### src/rtl/scan_test_ctrl.sv
// Scan-chain test controller.
// One start runs: chain clear, shift pattern in (MSB first), one functional
// capture pulse, then shift the response out. The response is compared with
// the expected vector under a mask. The slow scan clock is generated here
// from the system clock. Every output comes straight from a flop: the next
// output values are decoded from the next state and then registered.
module scan_test_ctrl #(
  parameter int CHAIN_LEN = 7,
  parameter int DIV       = 2
) (
  input  logic                 clk,
  input  logic                 clr,
  input  logic                 start_i,
  input  logic [CHAIN_LEN-1:0] pattern_i,
  input  logic [CHAIN_LEN-1:0] expect_i,
  input  logic [CHAIN_LEN-1:0] mask_i,
  output logic                 busy_o,
  output logic                 done_o,
  output logic                 pass_o,
  output logic [CHAIN_LEN-1:0] response_o,
  output logic                 scan_mode_o,
  output logic                 scan_in_o,
  output logic                 scan_clk_o,
  output logic                 scan_clr_o,
  input  logic                 scan_out_i
);

  localparam int PW = $clog2(CHAIN_LEN + 1);
  localparam int HW = $clog2(DIV + 1);
  localparam logic [PW-1:0] LAST_PULSE = PW'(CHAIN_LEN - 1);
  localparam logic [HW-1:0] LAST_PH    = HW'(DIV - 1);

  typedef enum logic [2:0] {
    S_IDLE, S_CLEAR, S_SHIFT_IN, S_CAPTURE, S_SHIFT_OUT, S_DONE
  } state_t;

  // Compare result: every masked bit of the response must equal expect.
  function automatic logic masked_match(input logic [CHAIN_LEN-1:0] r,
                                        input logic [CHAIN_LEN-1:0] e,
                                        input logic [CHAIN_LEN-1:0] m);
    return (((r ^ e) & m) == {CHAIN_LEN{1'b0}});
  endfunction

  state_t               state_q, state_d;
  logic [HW-1:0]        phase_q, phase_d, adv_phase;
  logic                 half_q, half_d, adv_half;     // 0 = low phase, 1 = high phase
  logic [PW-1:0]        pulse_q, pulse_d, adv_pulse;
  logic [CHAIN_LEN-1:0] pat_q, pat_d;                 // shifted left once per SHIFT_IN pulse
  logic [CHAIN_LEN-1:0] exp_q, exp_d;
  logic [CHAIN_LEN-1:0] mask_q, mask_d;
  logic [CHAIN_LEN-1:0] resp_sh_q;
  logic [CHAIN_LEN-1:0] response_q;
  logic                 pass_q;
  logic                 busy_q, busy_d, done_q, done_d;
  logic                 mode_q, mode_d, sin_q, sin_d, sclk_q, sclk_d, sclr_q, sclr_d;
  logic                 end_of_pulse;
  logic                 sample_en;

  // Phase/half/pulse counter values one step further inside a scan pulse
  always_comb begin
    if (phase_q == LAST_PH) begin
      adv_phase = {HW{1'b0}};
      adv_half  = ~half_q;
      if (half_q) begin
        adv_pulse = pulse_q + PW'(32'd1);
      end else begin
        adv_pulse = pulse_q;
      end
    end else begin
      adv_phase = phase_q + HW'(32'd1);
      adv_half  = half_q;
      adv_pulse = pulse_q;
    end
  end

  assign end_of_pulse = half_q && (phase_q == LAST_PH);
  // scan_out is taken on the edge where scan_clk rises (end of the low phase)
  assign sample_en = (state_q == S_SHIFT_OUT) && !half_q && (phase_q == LAST_PH);

  // Next-state, counter and operand-latch decode
  always_comb begin
    state_d = state_q;
    phase_d = adv_phase;
    half_d  = adv_half;
    pulse_d = adv_pulse;
    pat_d   = pat_q;
    exp_d   = exp_q;
    mask_d  = mask_q;
    case (state_q)
      S_IDLE: begin
        if (start_i) begin
          state_d = S_CLEAR;
          pat_d   = pattern_i;
          exp_d   = expect_i;
          mask_d  = mask_i;
        end else begin
          state_d = S_IDLE;
        end
      end
      S_CLEAR: begin
        if (phase_q == LAST_PH) begin
          state_d = S_SHIFT_IN;
        end else begin
          state_d = S_CLEAR;
        end
      end
      S_SHIFT_IN: begin
        if (end_of_pulse) begin
          pat_d = pat_q << 1;
          if (pulse_q == LAST_PULSE) begin
            state_d = S_CAPTURE;
          end else begin
            state_d = S_SHIFT_IN;
          end
        end else begin
          state_d = S_SHIFT_IN;
        end
      end
      S_CAPTURE: begin
        if (end_of_pulse) begin
          state_d = S_SHIFT_OUT;
        end else begin
          state_d = S_CAPTURE;
        end
      end
      S_SHIFT_OUT: begin
        if (end_of_pulse && (pulse_q == LAST_PULSE)) begin
          state_d = S_DONE;
        end else begin
          state_d = S_SHIFT_OUT;
        end
      end
      S_DONE: begin
        state_d = S_IDLE;
      end
      default: begin
        state_d = S_IDLE;
      end
    endcase
    // Counters restart on every state entry so they never wrap inside a state
    if (state_d != state_q) begin
      phase_d = {HW{1'b0}};
      half_d  = 1'b0;
      pulse_d = {PW{1'b0}};
    end else begin
      phase_d = phase_d;
    end
  end

  // Output values for the coming cycle, decoded from the next state
  always_comb begin
    busy_d = 1'b0;
    done_d = 1'b0;
    mode_d = 1'b0;
    sin_d  = 1'b0;
    sclk_d = 1'b0;
    sclr_d = 1'b0;
    case (state_d)
      S_IDLE: begin
        busy_d = 1'b0;
      end
      S_CLEAR: begin
        busy_d = 1'b1;
        mode_d = 1'b1;
        sclr_d = 1'b1;
      end
      S_SHIFT_IN: begin
        busy_d = 1'b1;
        mode_d = 1'b1;
        sin_d  = pat_d[CHAIN_LEN-1];
        sclk_d = half_d;
      end
      S_CAPTURE: begin
        busy_d = 1'b1;
        sclk_d = half_d;
      end
      S_SHIFT_OUT: begin
        busy_d = 1'b1;
        mode_d = 1'b1;
        sclk_d = half_d;
      end
      S_DONE: begin
        done_d = 1'b1;
      end
      default: begin
        busy_d = 1'b0;
      end
    endcase
  end

  // State, counters and latched operands
  always_ff @(posedge clk or posedge clr) begin
    if (clr) begin
      state_q <= S_IDLE;
      phase_q <= {HW{1'b0}};
      half_q  <= 1'b0;
      pulse_q <= {PW{1'b0}};
      pat_q   <= {CHAIN_LEN{1'b0}};
      exp_q   <= {CHAIN_LEN{1'b0}};
      mask_q  <= {CHAIN_LEN{1'b0}};
    end else begin
      state_q <= state_d;
      phase_q <= phase_d;
      half_q  <= half_d;
      pulse_q <= pulse_d;
      pat_q   <= pat_d;
      exp_q   <= exp_d;
      mask_q  <= mask_d;
    end
  end

  // Response shift register: first sample ends up in the MSB
  always_ff @(posedge clk or posedge clr) begin
    if (clr) begin
      resp_sh_q <= {CHAIN_LEN{1'b0}};
    end else if (sample_en) begin
      resp_sh_q <= (resp_sh_q << 1) | CHAIN_LEN'(scan_out_i);
    end else begin
      resp_sh_q <= resp_sh_q;
    end
  end

  // Registered outputs; result and response update only on DONE entry
  always_ff @(posedge clk or posedge clr) begin
    if (clr) begin
      busy_q     <= 1'b0;
      done_q     <= 1'b0;
      mode_q     <= 1'b0;
      sin_q      <= 1'b0;
      sclk_q     <= 1'b0;
      sclr_q     <= 1'b0;
      pass_q     <= 1'b0;
      response_q <= {CHAIN_LEN{1'b0}};
    end else begin
      busy_q <= busy_d;
      done_q <= done_d;
      mode_q <= mode_d;
      sin_q  <= sin_d;
      sclk_q <= sclk_d;
      sclr_q <= sclr_d;
      if (state_d == S_DONE) begin
        response_q <= resp_sh_q;
        pass_q     <= masked_match(resp_sh_q, exp_q, mask_q);
      end else begin
        response_q <= response_q;
        pass_q     <= pass_q;
      end
    end
  end

  assign busy_o      = busy_q;
  assign done_o      = done_q;
  assign pass_o      = pass_q;
  assign response_o  = response_q;
  assign scan_mode_o = mode_q;
  assign scan_in_o   = sin_q;
  assign scan_clk_o  = sclk_q;
  assign scan_clr_o  = sclr_q;

endmodule

### config.mk
export PLATFORM = sky130hd
export DESIGN_NAME = scan_test_ctrl
export DESIGN_NICKNAME = d
export VERILOG_FILES = /design/src/rtl/scan_test_ctrl.sv
export SDC_FILE = /design/constraint.sdc
export NUM_CORES = 1
export LEC_CHECK = 0
export CAP_MARGIN = 5
export CORE_UTILIZATION = 50
export DETAILED_ROUTE_END_ITERATION = 10
export PLACE_DENSITY_LB_ADDON = 0.1
export SLEW_MARGIN = 20
export SYNTH_ARGS = -nofsm -noshare
export SYNTH_HDL_FRONTEND = slang
export SYNTH_SLANG_ARGS = --single-unit
### constraint.sdc
create_clock -name clk -period 2.2 [get_ports clk]
set_input_delay 0.33 -clock clk [delete_from_list [all_inputs] [get_ports clk]]
set_output_delay 0.33 -clock clk [all_outputs]
set_load 0.03 [all_outputs]
==> results of run 1 <==
-- sequential cells by signal (all words and copies together), names as in the netlist --
signal and flops:
busy_o 1, done_o 1, exp_q 7, half_q 1, mask_q 7, pass_o 1, pat_q 7, phase_q 2
pulse_q 3, resp_sh_q 7, response_o 7, scan_clk_o 1, scan_clr_o 1, scan_in_o 1, scan_mode_o 1, state_q 3
-- synthesized netlist by cell type (all sizes together) (3+ instances only) --
master,n,share of area
a21oi,3,0.0080
a22oi,8,0.028
buf,5,0.018
dfrtp,51,0.54
ha,4,0.021
inv,12,0.020
mux2,29,0.15
nor2,10,0.017
nor2b,5,0.013
nor3b,3,0.014
o21ai,9,0.024
xor2,9,0.033
-- worst min-delay path by stage --
stage / cells after the start / slack, ps / to
3_3_place_gp: 2 / 490 / pat_q[1]
6_report: 2 / 380 / pat_q[4]
3_5_place_dp: 1 / 500 / response_o[6]
5_1_grt: 2 / 430 / pat_q[3]
2_1_floorplan: 2 / 450 / pat_q[0]
4_1_cts: 2 / 400 / pat_q[3]
-- area by class of cell --
type                            count  area, sq um
Sequential cell                    51         1280
Clock inverter                      1         8.76
Tap cell                           52         65.1
Timing Repair Buffer               44          425
Multi-Input combinational cell    110         1000
Clock buffer                        7         86.3
Inverter                           12         47.5
Fill cell                         334         1530
-- worst max-delay path, delay by kind of cell (launching register included) --
kind / cells / cell delay [ps]
DFF: 1 / 440
AOI/OAI and AO/OA: 2 / 430
muxes: 1 / 310
and+or+nand+nor: 2 / 440
adders and majority gates: 1 / 200
buffers and inverters: 1 / 130
-- cell families (layout without fill, tap and decap cells) --
logic type,after synthesis,after routing
buffers and inverters,17,64
adders and majority gates,4,4
AOI/OAI and AO/OA,29,29
DFF,51,51
xor gates and xnor gates,11,11
and+or+nand+nor,37,37
muxes,29,29
-- routing by layer --
layer / global-route usage / vias up / part of all wire
met3: 0.0399 / 5 / 0.047
met5: 0 / - / 0
met1: 0.260 / 739 / 0.47
li1: - / 715 / -
met4: 0.0533 / 0 / 0.0098
met2: 0.303 / 48 / 0.47
-- through the flow --
| step | cell area (sq um) | total power (uW) | utilization |
|---|---|---|---|
| after CTS | 2900 | 3460 | 0.652 |
| final | 2910 | 3470 | 0.656 |
| after global routing | 2910 | 3710 | 0.656 |
| after detailed placement | 2800 | 2910 | 0.631 |
| after floorplan | 2350 | 2540 | - |
| after global placement | 2800 | 2840 | 0.631 |
-- timing repair --
item / CTS / global route
setup endpoints to repair: 0 / 7
resized for setup: 0 / 3
endpoints found under the hold margin: 0 / 0
-- where the power goes --
group | internal (uW) | total [uW] | switching, uW | leakage, uW
logic | 709 | 1410 | 703 | 0.000609
registers | 1260 | 1510 | 250 | 0.000650
clock network | 258 | 549 | 291 | 0.0000484
==> results.ini, run 1 <==
[die]
start_util = 0.530
die_height_microns = 70.6
rows = 24
ios = 39
die-area_sq_um = 4990
die_w_microns = 70.6
fp.coreArea_sq_um = 4440

[placement]
dp_cells = 269
hpwl_microns = 3200
pre_cts_ws_ps = 98.8
io_buffers = 38
gp_congestion = 0.853

[setup_path]
cpPeakStageDelay_ps = 440
crit_start = phase_q[0]
worstPathMaxFanout = 8
cp.arrival_ps = 2260
cp-end-kind = flip-flop
r2r_setup_slack_ps = 140
r2r-end = response_o[4]
crit_path_end = response_o[4]
path_cells = nor2b_2 > ha_1 > and2_2 > o32ai_4 > o21ai_4 > inv_4 > mux2_4
criticalPathCategory = reg2reg
cp.required_ps = 2390
reg2reg_from = phase_q[0]
reg2reg_depth = 7
startpoint_type = flip-flop
slowest_stage = dfrtp_1

[timing]
setup_viol = 0
worstMarginPinSlew_ps = 505
fin_crit_sh = 0.937
rsz0062_at_grt = false
maxSlewViolCount = 0
maxClockFrequency_mhz = 485
finalHoldViolCount = 0
finalCriticalPeriod_ps = 2060
skew_ps = 13.2
slew_headroom = 0.663
layout_setup_ws_ps = 138
finalSetupTns_ps = 0
holdWs_ps = 381

[detailed_routing]
avgRoutedWirePerCell_microns = 15.4
num_vias = 1507
ant_nets = 0
drtIter0Drc = 72
via_per_inst = 5.44
wl_microns = 4260
drc = 6
drt_first_pass_iters = 9

[grt]
grt_overflow = 0
grt_first_pass_wirelength_microns = 7270
grt_max_degree = 26
grt_pass1_vias = 1593
antenna_found_initial = 0
grt_usage = 0.188

[synthesis]
synthArstFlopShare = 1.00
yosysWarnings = 0
avgSynthCellArea_sq_um = 13.2
synth_edf_count = 0
synth_top_family_by_area = multiplexers
postSynthCellCount = 178
synth-adder-area-share = 0.0213
synthSimpleGateAreaFrac = 0.104
synthXorXnorAreaFrac = 0.0441
syn_area_sq_um = 2350
syn-num-nets = 207
seq_area_frac_synth = 0.542
ys.flop_type = dfrtp_1
yosysUniqueCellTypes = 42
muxShareOfSynthArea = 0.150
synth_seq_cells = 51
synth_compound_area_frac = 0.101

[cts]
clock_latency_ps = 300
root_buffer = clkbuf_8
post_cts_buffers = 0
cts_buffer_depth = 2
path_clk_slew_ps = 90
cts_tree = yes
clock_sinks = 51
cts_buffers = 5
htree_levels = 2
ctsHoldBuffers = 0

[finish]
mostFrequentLayoutCell = dfrtp_1
drive_above_1_share = 0.258
n_antenna_cell = 0
layout_common_cells = 51 x dfrtp_1, 38 x clkdlybuf4s50_1, 22 x mux2_2
nets = 253
syn_to_final_growth_pct = 23.8
final_cell_count_no_fill = 277

[pwr]
p_leak_uw = 0.00131
ir_worst_vdd_v = 0.000544
p_per_area_nw_per_um2 = 1190

[run]
maxCapViolCount = 0

[hold_path]
min_path_type = in2async

[outcome]
status = complete, but fails checks
violations = design-rule violations

No activity file was read; power rests on OpenSTA's default activity.
==> inputs of run 2 (changes only) <==
ABC_CLOCK_PERIOD_IN_PS = 2200   (was default)
CORE_UTILIZATION = 30   (was 50)
==> results.ini, run 2 (synthesis results as in run 1) <==
[detailed_routing]
drc = 0
ant_nets = 0
drt_first_pass_iters = 4
num_vias = 1483
wl_microns = 4560
drtIter0Drc = 24
avgRoutedWirePerCell_microns = 14.0
via_per_inst = 4.55

[die]
start_util = 0.318
rows = 31
fp.coreArea_sq_um = 7410
die-area_sq_um = 8210
die_height_microns = 90.6
ios = 39
die_w_microns = 90.6

[timing]
finalCriticalPeriod_ps = 2070
skew_ps = 2.92
maxSlewViolCount = 0
rsz0062_at_grt = false
holdWs_ps = 326
maxClockFrequency_mhz = 483
fin_crit_sh = 0.941
finalSetupTns_ps = 0
slew_headroom = 0.709
setup_viol = 0
finalHoldViolCount = 0
worstMarginPinSlew_ps = 434

[grt]
grt_usage = 0.123
grt_pass1_vias = 1587
grt_max_degree = 35
antenna_found_initial = 0
grt_first_pass_wirelength_microns = 7960
grt_overflow = 0

[finish]
n_antenna_cell = 0
nets = 255
fillCellCount = 697
seqCellArea_sq_um = 1280
drive_above_1_share = 0.264
post-route-util = 0.406
multi_input_area_sq_um = 992
syn_to_final_growth_pct = 27.8
layout_common_cells = 51 x dfrtp_1, 38 x clkdlybuf4s50_1, 22 x mux2_2
mostFrequentLayoutCell = dfrtp_1

[placement]
io_buffers = 38
hpwl_microns = 3500
gp_congestion = 0.807

[run]
maxCapViolCount = 0

[setup_path]
worstPathMaxFanout = 8
cp.required_ps = 2390
crit_start = phase_q[0]
criticalPathCategory = reg2reg
cp-end-kind = flip-flop
reg2reg_from = phase_q[0]
startpoint_type = flip-flop
cp.arrival_ps = 2260

[cts]
cts_tree = yes
clock_sinks = 51
cts_buffer_depth = 2
cts_buffers = 5
clock_latency_ps = 300
root_buffer = clkbuf_8
htree_levels = 2
path_clk_slew_ps = 90

[pwr]
p_leak_uw = 0.00133
ir_worst_vdd_v = 0.000380
p_per_area_nw_per_um2 = 1190
totalPowerFinal_uw = 3580

[outcome]
status = finished clean

[hold_path]
min_path_type = in2async

## run 2: worst max-delay path, stage by stage, from the launching register on
cell and delay [ps]:
dfrtp_1 390, nor2b_2 180, ha_1 200, and2_1 220
o32ai_2 410, o21ai_4 110, inv_4 150, mux2_4 310
## run 2: timing repair
action	in CTS	in global routing
endpoints found under the setup margin	0	7
resized for setup	0	1
hold buffers	0	0
setup buffers	0	0
## run 2: layout make-up
type                            instances  share of cell area
Clock inverter                          2              0.0116
Clock buffer                            6              0.0274
Inverter                               12              0.0158
Sequential cell                        51               0.424
Multi-Input combinational cell        110               0.330
Tap cell                               99              0.0411
Timing Repair Buffer                   46               0.150
## run 2: worst paths after layout
kind | cells after the start | slack, ps | to
max in group asynchronous | 3 | 1370 | pulse_q[2]
min | 2 | 330 | mask_q[0]
min reg2reg | 2 | 510 | pat_q[2]
max | 7 | 130 | response_o[1]
min in group clk | 2 | 510 | pat_q[2]
max reg2reg | 7 | 130 | response_o[1]
## run 2: power breakdown
| part | leakage, uW | internal, uW | switching [uW] |
|---|---|---|---|
| clock | 0.0000612 | 368 | 304 |
| combinational | 0.000622 | 719 | 686 |
| sequential | 0.000650 | 1260 | 248 |
| total | 0.00133 | 2350 | 1240 |
## run 2: through the flow
step	instance area [sq um]	setup slack [ps]	cells
final	3010	130	326
after global routing	3010	24.8	326
after CTS	3010	109	326
after detailed placement	2890	126	318
after global placement	2890	208	318
after floorplan	2350	243	178
## run 2: metal layers
metal  wire length, microns  GRT usage  up-vias
met5                      0          0        -
met4                     66     0.0444        0
met3                    196     0.0286        7
met2                   2280      0.205       30
met1                   2020      0.155      726
li1                       -          -      720
==> inputs of run 3 (changes only) <==
ABC_AREA = 1   (was default)
MAX_ROUTING_LAYER = met4   (was default)
==> results.ini, run 3 <==
[grt]
grt_pass1_vias = 1562
grt_max_degree = 29
grt_usage = 0.133
grt_first_pass_wirelength_microns = 7570
antenna_found_initial = 0
grt_overflow = 0

[timing]
setup_viol = 0
rsz0062_at_grt = false
maxClockFrequency_mhz = 596
fin_crit_sh = 0.763
skew_ps = 9.83
finalCriticalPeriod_ps = 1680
maxSlewViolCount = 0
finalSetupTns_ps = 0
worstMarginPinSlew_ps = 484
finalHoldViolCount = 0
slew_headroom = 0.677

[finish]
layout_common_cells = 78 x nand2_1, 51 x dfrtp_1, 39 x inv_1
drive_above_1_share = 0.0724
syn_to_final_growth_pct = 26.3
post-route-util = 0.392
fillCellCount = 774
n_antenna_cell = 0
nets = 332
final_cell_count_no_fill = 403
mostFrequentLayoutCell = nand2_1

[pwr]
p_sw_uw = 381
p_comb_frac = 0.048
swShare = 0.238
totalPowerFinal_uw = 1600
power_frac_seq = 0.590
p_int_uw = 1220
p_per_area_nw_per_um2 = 563
clock_power_share = 0.363
ir_worst_vdd_v = 0.000253
p_leak_uw = 0.00143

[cts]
clock_latency_ps = 310
cts_tree = yes
cts_buffer_depth = 2
ctsHoldBuffers = 0
clock_sinks = 51
path_clk_slew_ps = 110
root_buffer = clkbuf_8
cts_buffers = 5
cts.repair.resized = 0
htree_levels = 2
post_cts_buffers = 0

[die]
ios = 39
rows = 31
fp.coreArea_sq_um = 7250
die-area_sq_um = 7850
die_height_microns = 88.6
start_util = 0.310
die_w_microns = 88.6

[synthesis]
synth_top_cells_by_count = 78 x nand2_1, 51 x dfrtp_1, 40 x inv_1
yosysMostFrequentCell = nand2_1
yosys-top-cells-area = dfrtp_1 57%, nand2_1 13%, inv_1 6.7%
synth_seq_cells = 51
postSynthCellCount = 260
synthArstFlopShare = 1.00
yosysWarnings = 0
avgSynthCellArea_sq_um = 8.66
syn_area_sq_um = 2250
syn-num-nets = 289
yosysTopAreaCell = dfrtp_1
synth_edf_count = 0
yosysUniqueCellTypes = 23
synth_top_area_frac = 0.567
seq_area_frac_synth = 0.567
ys.flop_type = dfrtp_1

[setup_path]
cp.arrival_ps = 1350
startpoint_type = flip-flop
criticalPathCategory = reg2out
path_cells = clkdlybuf4s50_1
cp.required_ps = 1870
cp-end-kind = primary output
cpPeakStageDelay_ps = 670
slowest_stage = clkdlybuf4s50_1
worstPathMaxFanout = 2
crit_family = buffers and inverters
critical_path_buf_inv_count = 1

[placement]
gp_congestion = 0.804
io_buffers = 38
hpwl_microns = 3320
dp_cells = 395

[detailed_routing]
drc = 0
drtIter0Drc = 91
via_per_inst = 4.20
ant_nets = 0
avgRoutedWirePerCell_microns = 11.1
wl_microns = 4460
drt_first_pass_iters = 4
num_vias = 1691

[outcome]
status = finished clean

[run]
maxCapViolCount = 0

[hold_path]
min_path_type = in2async

[run 3: cell count changes after synthesis, moves of 5 or more]
cell,delta
nand2_1,+76
inv_1,+29
mux2_2,-22
o21ai_0,+19
nand3_1,+10
nor2_1,+8
a22oi_1,-7
mux2_4,-7
xor2_1,-7
nor2b_1,-5
[run 3: per-stage QoR]
stage                     cell area, sq um  setup WS (ps)  hold slack (ps)
after global placement                2750            479              417
after CTS                             2840            509              315
final                                 2840            521              301
after global routing                  2840            382              329
after floorplan                       2250            640              403
after detailed placement              2750            417              426
[run 3: area by class of cell]
type	instances	area [sq um]	share of cell area
sequential	51	1280	0.449
multi-input combinational	164	793	0.279
timing repair buffer	41	403	0.142
inverter	40	150	0.0528
tap	99	124	0.0436
clock buffer	5	68.8	0.0242
clock inverter	3	28.8	0.0101
[run 3: path summary, 6_finish.rpt]
kind	startpoint	to	slack (ps)	cells past startpoint
max	response_o[1]	response_o[1]	520	1
min	clr	scan_in_o	300	2
max reg2reg	phase_q[1]	response_o[5]	550	7
min reg2reg	phase_q[0]	phase_q[0]	430	1
max in group asynchronous	clr	done_o	1320	3
min in group clk	phase_q[0]	phase_q[0]	430	1
[run 3: cells by family after synthesis]
logic type,Yosys count,synth area share
flip-flops,51,0.567
AND/OR/NAND/NOR,119,0.225
adder cells (fa/ha/maj),4,0.0222
XOR/XNOR,2,0.00778
AO/OA/AOI/OAI,39,0.0978
buffers and inverters,45,0.0806
[run 3: power groups by stage]
stage	clock, uW	sequential (uW)	combinational (uW)
finish	581	945	76.1
CTS	601	945	79.1
detailed placement	0	963	79.1
floorplan	0	962	22.8
global route	635	946	86.6
global placement	0	963	79.4
[run 3: layer usage]
layer,share of wire,GRT usage,vias to the layer above,routed length (microns)
li1,-,-,895,-
met2,0.40,0.180,40,1790
met5,0,-,-,0
met3,0.052,0.0308,5,232
met1,0.53,0.195,751,2370
met4,0.014,0.0396,0,61
